File: config.mk
export PLATFORM = sky130hd
export DESIGN_NAME = ncl_threshold_gate_bank
export DESIGN_NICKNAME = d
export VERILOG_FILES = /design/src/rtl/ncl_pkg.sv /design/src/rtl/ncl_th22_cell.sv /design/src/rtl/ncl_threshold_gate_bank.sv
export SDC_FILE = /design/constraint.sdc
export NUM_CORES = 1
export LEC_CHECK = 0
export ABC_AREA = 0
export BUFFER_PORTS_ARGS = -buffer_cell sky130_fd_sc_hd__buf_4
export CORE_AREA = 5 5 42 44
export DETAILED_ROUTE_END_ITERATION = 6
export DIE_AREA = 0 0 47 49
export PLACE_DENSITY = 0.3
export SLEW_MARGIN = 5
export SYNTH_ARGS = -nofsm -noshare
export SYNTH_HDL_FRONTEND = slang
export SYNTH_SLANG_ARGS = --single-unit
File: constraint.sdc
create_clock -name clk -period 0.8 [get_ports clk]
set_clock_uncertainty 0.05 [all_clocks]
set_input_delay 0.12 -clock clk [delete_from_list [all_inputs] [get_ports clk]]
set_output_delay 0.12 -clock clk [all_outputs]
set_load 0.05 [all_outputs]
File: src/rtl/ncl_pkg.sv
// Shared NCL definitions: dual-rail digit encoding and the single-bit
// threshold-gate next-state rules used by the gate bank and its cells.
package ncl_pkg;

  typedef logic [1:0] ncl_digit_t;  // [1] = TRUE rail, [0] = FALSE rail

  localparam ncl_digit_t NCL_NULL = 2'b00;
  localparam ncl_digit_t NCL_D0   = 2'b01;
  localparam ncl_digit_t NCL_D1   = 2'b10;

  function automatic logic th12_f(input logic a, input logic b);
    return a | b;
  endfunction

  // C-element: set on both high, clear on both low, otherwise hold q
  function automatic logic th22_next(input logic a, input logic b, input logic q);
    return (a & b) | (q & (a | b));
  endfunction

  function automatic logic thnot_f(input logic a);
    return ~a;
  endfunction

endpackage

File: src/rtl/ncl_th22_cell.sv
// Single-lane registered C-element (TH22). z_next exposes the value the
// register takes on the coming edge so the bank can build all_null from it.
module ncl_th22_cell
  import ncl_pkg::*;
#(
  parameter logic RST = 1'b0
) (
  input  logic clk,
  input  logic init,
  input  logic a,
  input  logic b,
  output logic z,
  output logic z_next
);

  always_comb begin
    z_next = init ? RST : th22_next(a, b, z);
  end

  always_ff @(posedge clk) begin
    z <= z_next;
  end

endmodule

File: src/rtl/ncl_threshold_gate_bank.sv
// Lane-parallel bank of clocked NCL threshold gates (TH12, TH22, THnotN)
// with a registered all_null flag coincident with the gate outputs.
module ncl_threshold_gate_bank
  import ncl_pkg::*;
#(
  parameter int unsigned W12      = 1,
  parameter int unsigned W22      = 1,
  parameter int unsigned WN       = 1,
  parameter logic        TH22_RST = 1'b0
) (
  input  logic           clk,
  input  logic           init,
  input  logic [W12-1:0] th12_a,
  input  logic [W12-1:0] th12_b,
  output logic [W12-1:0] th12_z,
  input  logic [W22-1:0] th22_a,
  input  logic [W22-1:0] th22_b,
  output logic [W22-1:0] th22_z,
  input  logic [WN-1:0]  thn_a,
  output logic [WN-1:0]  thn_z,
  output logic           all_null
);

  logic [W12-1:0] th12_next;
  logic [W22-1:0] th22_next_v;
  logic [WN-1:0]  thn_next;
  logic           all_null_next;

  always_comb begin
    th12_next = '0;
    if (!init) begin
      for (int unsigned i = 0; i < W12; i++) begin
        th12_next[i] = th12_f(th12_a[i], th12_b[i]);
      end
    end
  end

  always_comb begin
    thn_next = '0;
    if (!init) begin
      for (int unsigned i = 0; i < WN; i++) begin
        thn_next[i] = thnot_f(thn_a[i]);
      end
    end
  end

  for (genvar g = 0; g < W22; g++) begin : g_th22
    ncl_th22_cell #(
      .RST (TH22_RST)
    ) u_cell (
      .clk    (clk),
      .init   (init),
      .a      (th22_a[g]),
      .b      (th22_b[g]),
      .z      (th22_z[g]),
      .z_next (th22_next_v[g])
    );
  end

  // Built from next-state bits so the flag lands on the same edge as the outputs
  always_comb begin
    all_null_next = ~(|th12_next | |th22_next_v | |thn_next);
  end

  always_ff @(posedge clk) begin
    th12_z   <= th12_next;
    thn_z    <= thn_next;
    all_null <= all_null_next;
  end

endmodule

==> flow_summary.ini, run 1 <==
[global_routing]
grt_overflow = 0
grt_usage_pct = 4.01
grt_pass1_vias = 161
grt_first_pass_wirelength_um = 593
antenna_found_initial = 0
grt_max_degree = 5

[timing]
setup_viol = 4
rsz0062_at_grt = yes
finalCritPeriodShare_pct = 115
fin_ws_ps = -118
timing.fmax_mhz = 1090
tightestPinTransition_ps = 119
hold_violations = 0
min_period_ps = 918
final-max-slew-violation-count = 0
slew_headroom_pct = 92.1
final.setup.tns_ps = -306

[cells_and_area]
area_growth_pct = 169
layout_common_cells = buf_4, dlygate4sd3_1, buf_8
diodes = 0
nFillCells = 166
drive_above_1_share_pct = 65.5
nets = 37
multi_input_area_um2 = 41.3
stdcell_area_um2 = 320
regArea_um2 = 87.6
fin_util_pct = 22.9
final_common_cell = buf_4

[cts]
clockRootBuffer = clkbuf_4
post_cts_buffers = 0
clk_pin_slew_ps = 40
clock_latency_ps = 230
cts-buffers-inserted = 3
h-tree-depth = 1
clock_sinks = 4
cts_tree = yes
cts_buffer_depth = 2

[route]
postRouteWirelength_um = 379
vias_per_cell = 3.36
drc = 0
vias = 151
wire_per_inst_um = 8.42
drtPass1Iterations = 2
ant_nets = 0
drt_iter0_drc = 2

[worst_setup_path]
end_kind = output port
critical-path-top-delay-family = flip-flops
max_stage_delay_ps = 370
cp_num_buf_inv = 1
crit_required_ps = 630
worstSetupStartpointType = flip-flop
r2r_start = g_th22[0].u_cell.z
critPathKind = reg2out
path_cells = buf_8
worstSetupStartpoint = g_th22[0].u_cell.z
worst-endpoint-arrival_ps = 750
cp_slowest_cell = dfxtp_4
path_max_fanout = 3

[placement]
postPlaceCellArea_um2 = 220
portBuffers = 10
place_congestion = 0.594
pre_cts_ws_ps = 41.5

[power_and_ir_drop]
ir_worst_vdd_mv = 0.612
p_int_mw = 0.474
power.switching_mw = 0.165
power_density_mw_per_mm2 = 1990
leakage_nw = 0.142
seqPwrFrac_pct = 35.3
power_frac_comb_pct = 21.6
clkPwrFrac_pct = 43.2
p_sw_share_pct = 25.8

[synthesis]
synth_cells = 11
syn_nets = 18
ys_seq_elements = 4
ys_seq_area_share_pct = 67.4
synth_area_um2 = 119
synth_top_area_share_pct = 67.4
synthTopCellsByArea = dfxtp_1, nor2_1, a41o_1, o21ai_2, a21oi_1
yosys_warnings = 0
yosys.area.top_type = dfxtp_1
avgSynthCellArea_um2 = 10.8
ys_types = 6

[run]
maxCapViolations = 0

[min_path]
min_from = th12_a
min_path_type = in2reg

[die]
core_mm2 = 0.00140
die_w_um = 47
num_rows = 14
initial_core_util_pct = 8.48
fp.dieH_um = 49
boundaryPins = 11
die_area_mm2 = 0.00230

[run_status]
violations = negative setup slack
status = complete, but fails checks
-- worst register-to-register path: stages (launching register included) --
cell,delay [ps]
dfxtp_4,370
nand2_2,50
a41o_1,200
-- power by group through the flow --
| stage | Sequential, mW | Clock, mW | Combinational, mW |
|---|---|---|---|
| after detailed placement | 0.222 | 0 | 0.107 |
| after CTS | 0.225 | 0.297 | 0.136 |
| final | 0.225 | 0.276 | 0.138 |
| after global placement | 0.222 | 0 | 0.108 |
| after floorplan | 0.266 | 0 | 0.0128 |
| after global routing | 0.226 | 0.322 | 0.145 |
-- routing by layer --
layer | vias to the layer above | global-route usage [%] | wire length, um | share of wire, %
met3 | 0 | 4.43 | 64 | 17
met4 | 0 | 4.15 | 0 | 0
met1 | 67 | 3.52 | 135 | 36
met2 | 10 | 4.52 | 180 | 47
met5 | - | 0 | 0 | 0
li1 | 74 | - | - | -
-- synthesized netlist by cell type --
master / count
nor2_1: 3
nand2_1: 1
o21ai_2: 1
dfxtp_1: 4
a21oi_1: 1
a41o_1: 1
-- worst paths after layout --
check / end / slack (ps) / depth (start not counted)
max: th22_z / -120 / 1
min: th12_z / 50 / 3
max reg2reg: all_null / 10 / 2
min reg2reg: g_th22[0].u_cell.z / 450 / 2
-- area by class of cell --
type	instances	share of cell area, %
timing repair buffer	14	45.3
multi-input combinational	7	12.9
sequential	4	27.3
tap	16	6.25
clock buffer	4	8.20
-- kinds of logic after synthesis --
family,after synthesis,synth area share [%]
AO/OA/AOI/OAI,3,20.0
flip-flops,4,67.4
AND/OR/NAND/NOR,4,12.6
-- metrics by stage --
stage,hold slack (ps),total power [mW],std cells
after floorplan,129,0.279,11
after global placement,244,0.330,37
after detailed placement,237,0.329,37
after CTS,0.718,0.658,44
after global routing,37.3,0.692,45
final,50.5,0.639,45
-- state kept, by name, summed over array words and instances, names as in the netlist --
register	count
all_null	1
thn_z	1
th12_z	1
g_th22.u_cell.z	1
-- what timing repair did --
| action | in CTS | in global routing |
|---|---|---|
| gates resized for setup | 11 | 0 |
| hold buffers | 3 | 1 |
| endpoints found under the hold margin | 2 | 1 |
| setup endpoints to repair | 4 | 5 |
No activity file was read; power rests on OpenSTA's default activity.
==> run 2: changes to the inputs <==
- clock period: 0.8 -> 1.1 ns (I/O delays scaled with it)
==> run 2 against run 1 <==
Compared with the run above: the flow now finishes without violations; register-to-register slack improved by 310 ps; cell count decreased by 11%; non-clock buffer count decreased by 4; critical endpoint unchanged.
==> flow_summary.ini, run 2 (synthesis results as in run 1) <==
[cells_and_area]
nFillCells = 169
drive_above_1_share_pct = 62.5
diodes = 0
final_common_cell = buf_4
nets = 33
multi_input_area_um2 = 38.8
area_growth_pct = 100
layout_common_cells = buf_4, nor2_1, dfxtp_1, clkbuf_4
regArea_um2 = 81.3
layout.cells.non_filler = 40

[min_path]
min_from = thn_a
min_path_type = in2reg

[cts]
cts_buffer_depth = 2
h-tree-depth = 1
cts-buffers-inserted = 3
clock_latency_ps = 230
clockRootBuffer = clkbuf_4
cts_tree = yes
clk_pin_slew_ps = 40
clock_sinks = 4
cts_resized = 0
post_cts_buffers = 0
cts_hold_buffers = 0

[timing]
final.setup.tns_ps = 0
tightestPinTransition_ps = 135
whs_ps = 42.2
timing.fmax_mhz = 1020
fin_ws_ps = 120
finalCritPeriodShare_pct = 89.0
rsz0062_at_grt = no
hold_violations = 0
setup_viol = 0
slew_headroom_pct = 91.0
final-max-slew-violation-count = 0
min_period_ps = 980

[die]
num_rows = 14
initial_core_util_pct = 8.48
fp.dieH_um = 49
die_w_um = 47
boundaryPins = 11
die_area_mm2 = 0.00230
core_mm2 = 0.00140

[worst_setup_path]
cp_num_buf_inv = 1
worst-endpoint-arrival_ps = 760
critPathKind = reg2out
r2r_start = g_th22[0].u_cell.z
crit_end = th22_z
ff2ff_path_depth = 2
max_stage_delay_ps = 330
r2r_setup_slack_ps = 320
worstSetupStartpoint = g_th22[0].u_cell.z
cp_slowest_cell = dfxtp_2
cp.depth = 1
path_max_fanout = 3
crit_required_ps = 880
end_kind = output port
path_cells = buf_4
critical-path-top-delay-family = flip-flops
reg2reg_to = all_null
worstSetupStartpointType = flip-flop

[route]
postRouteWirelength_um = 321
wire_per_inst_um = 8.03
drt_iter0_drc = 0
drc = 0
vias = 124
drtPass1Iterations = 1
vias_per_cell = 3.10
ant_nets = 0

[placement]
place_congestion = 0.674
placed_cells = 37
portBuffers = 10
pre_cts_ws_ps = 318

[power_and_ir_drop]
power_density_mw_per_mm2 = 1750
power_mw = 0.415
leakage_nw = 0.113
ir_worst_vdd_mv = 0.338

[global_routing]
antenna_found_initial = 0
grt_pass1_vias = 146
grt_max_degree = 5
grt_overflow = 0
grt_usage_pct = 3.59
grt_first_pass_wirelength_um = 503

[run]
maxCapViolations = 0

[run_status]
status = completed
-- run 2: per-stage QoR --
| stage | instance area [um^2] | utilization, % |
|---|---|---|
| global placement | 215 | 15.4 |
| finish | 238 | 17.0 |
| global route | 238 | 17.0 |
| CTS | 238 | 17.0 |
| detailed placement | 215 | 15.4 |
| floorplan | 120 | - |
-- run 2: area by class of cell --
type	count	share of cell area, %
timing repair buffer	10	31.6
tap	16	8.42
clock buffer	3	9.47
multi-input combinational	7	16.3
sequential	4	34.2
-- run 2: how the worst min path moves through the flow --
stage          slack [ps]  cells past startpoint            endpoint
6_report               40                      2               thn_z
5_1_grt                40                      2               thn_z
4_1_cts                30                      2               thn_z
3_5_place_dp          280                      2               thn_z
3_3_place_gp          290                      2               thn_z
2_1_floorplan         180                      1  g_th22[0].u_cell.z
-- run 2: power by group --
| group | leakage (nW) | switching (mW) | internal [mW] |
|---|---|---|---|
| clock | 0.0138 | 0.0574 | 0.122 |
| sequential | 0.0338 | 0.00342 | 0.156 |
| combinational | 0.0655 | 0.0462 | 0.0304 |
| total | 0.113 | 0.107 | 0.308 |
-- run 2: layer usage --
metal	share of wire [%]	global-route usage (%)	routed length (um)	up-vias
met5	0	0	0	-
li1	-	-	-	65
met4	0	6.91	0	0
met1	26	1.98	82	54
met3	14	2.21	44	0
met2	60	4.75	193	5
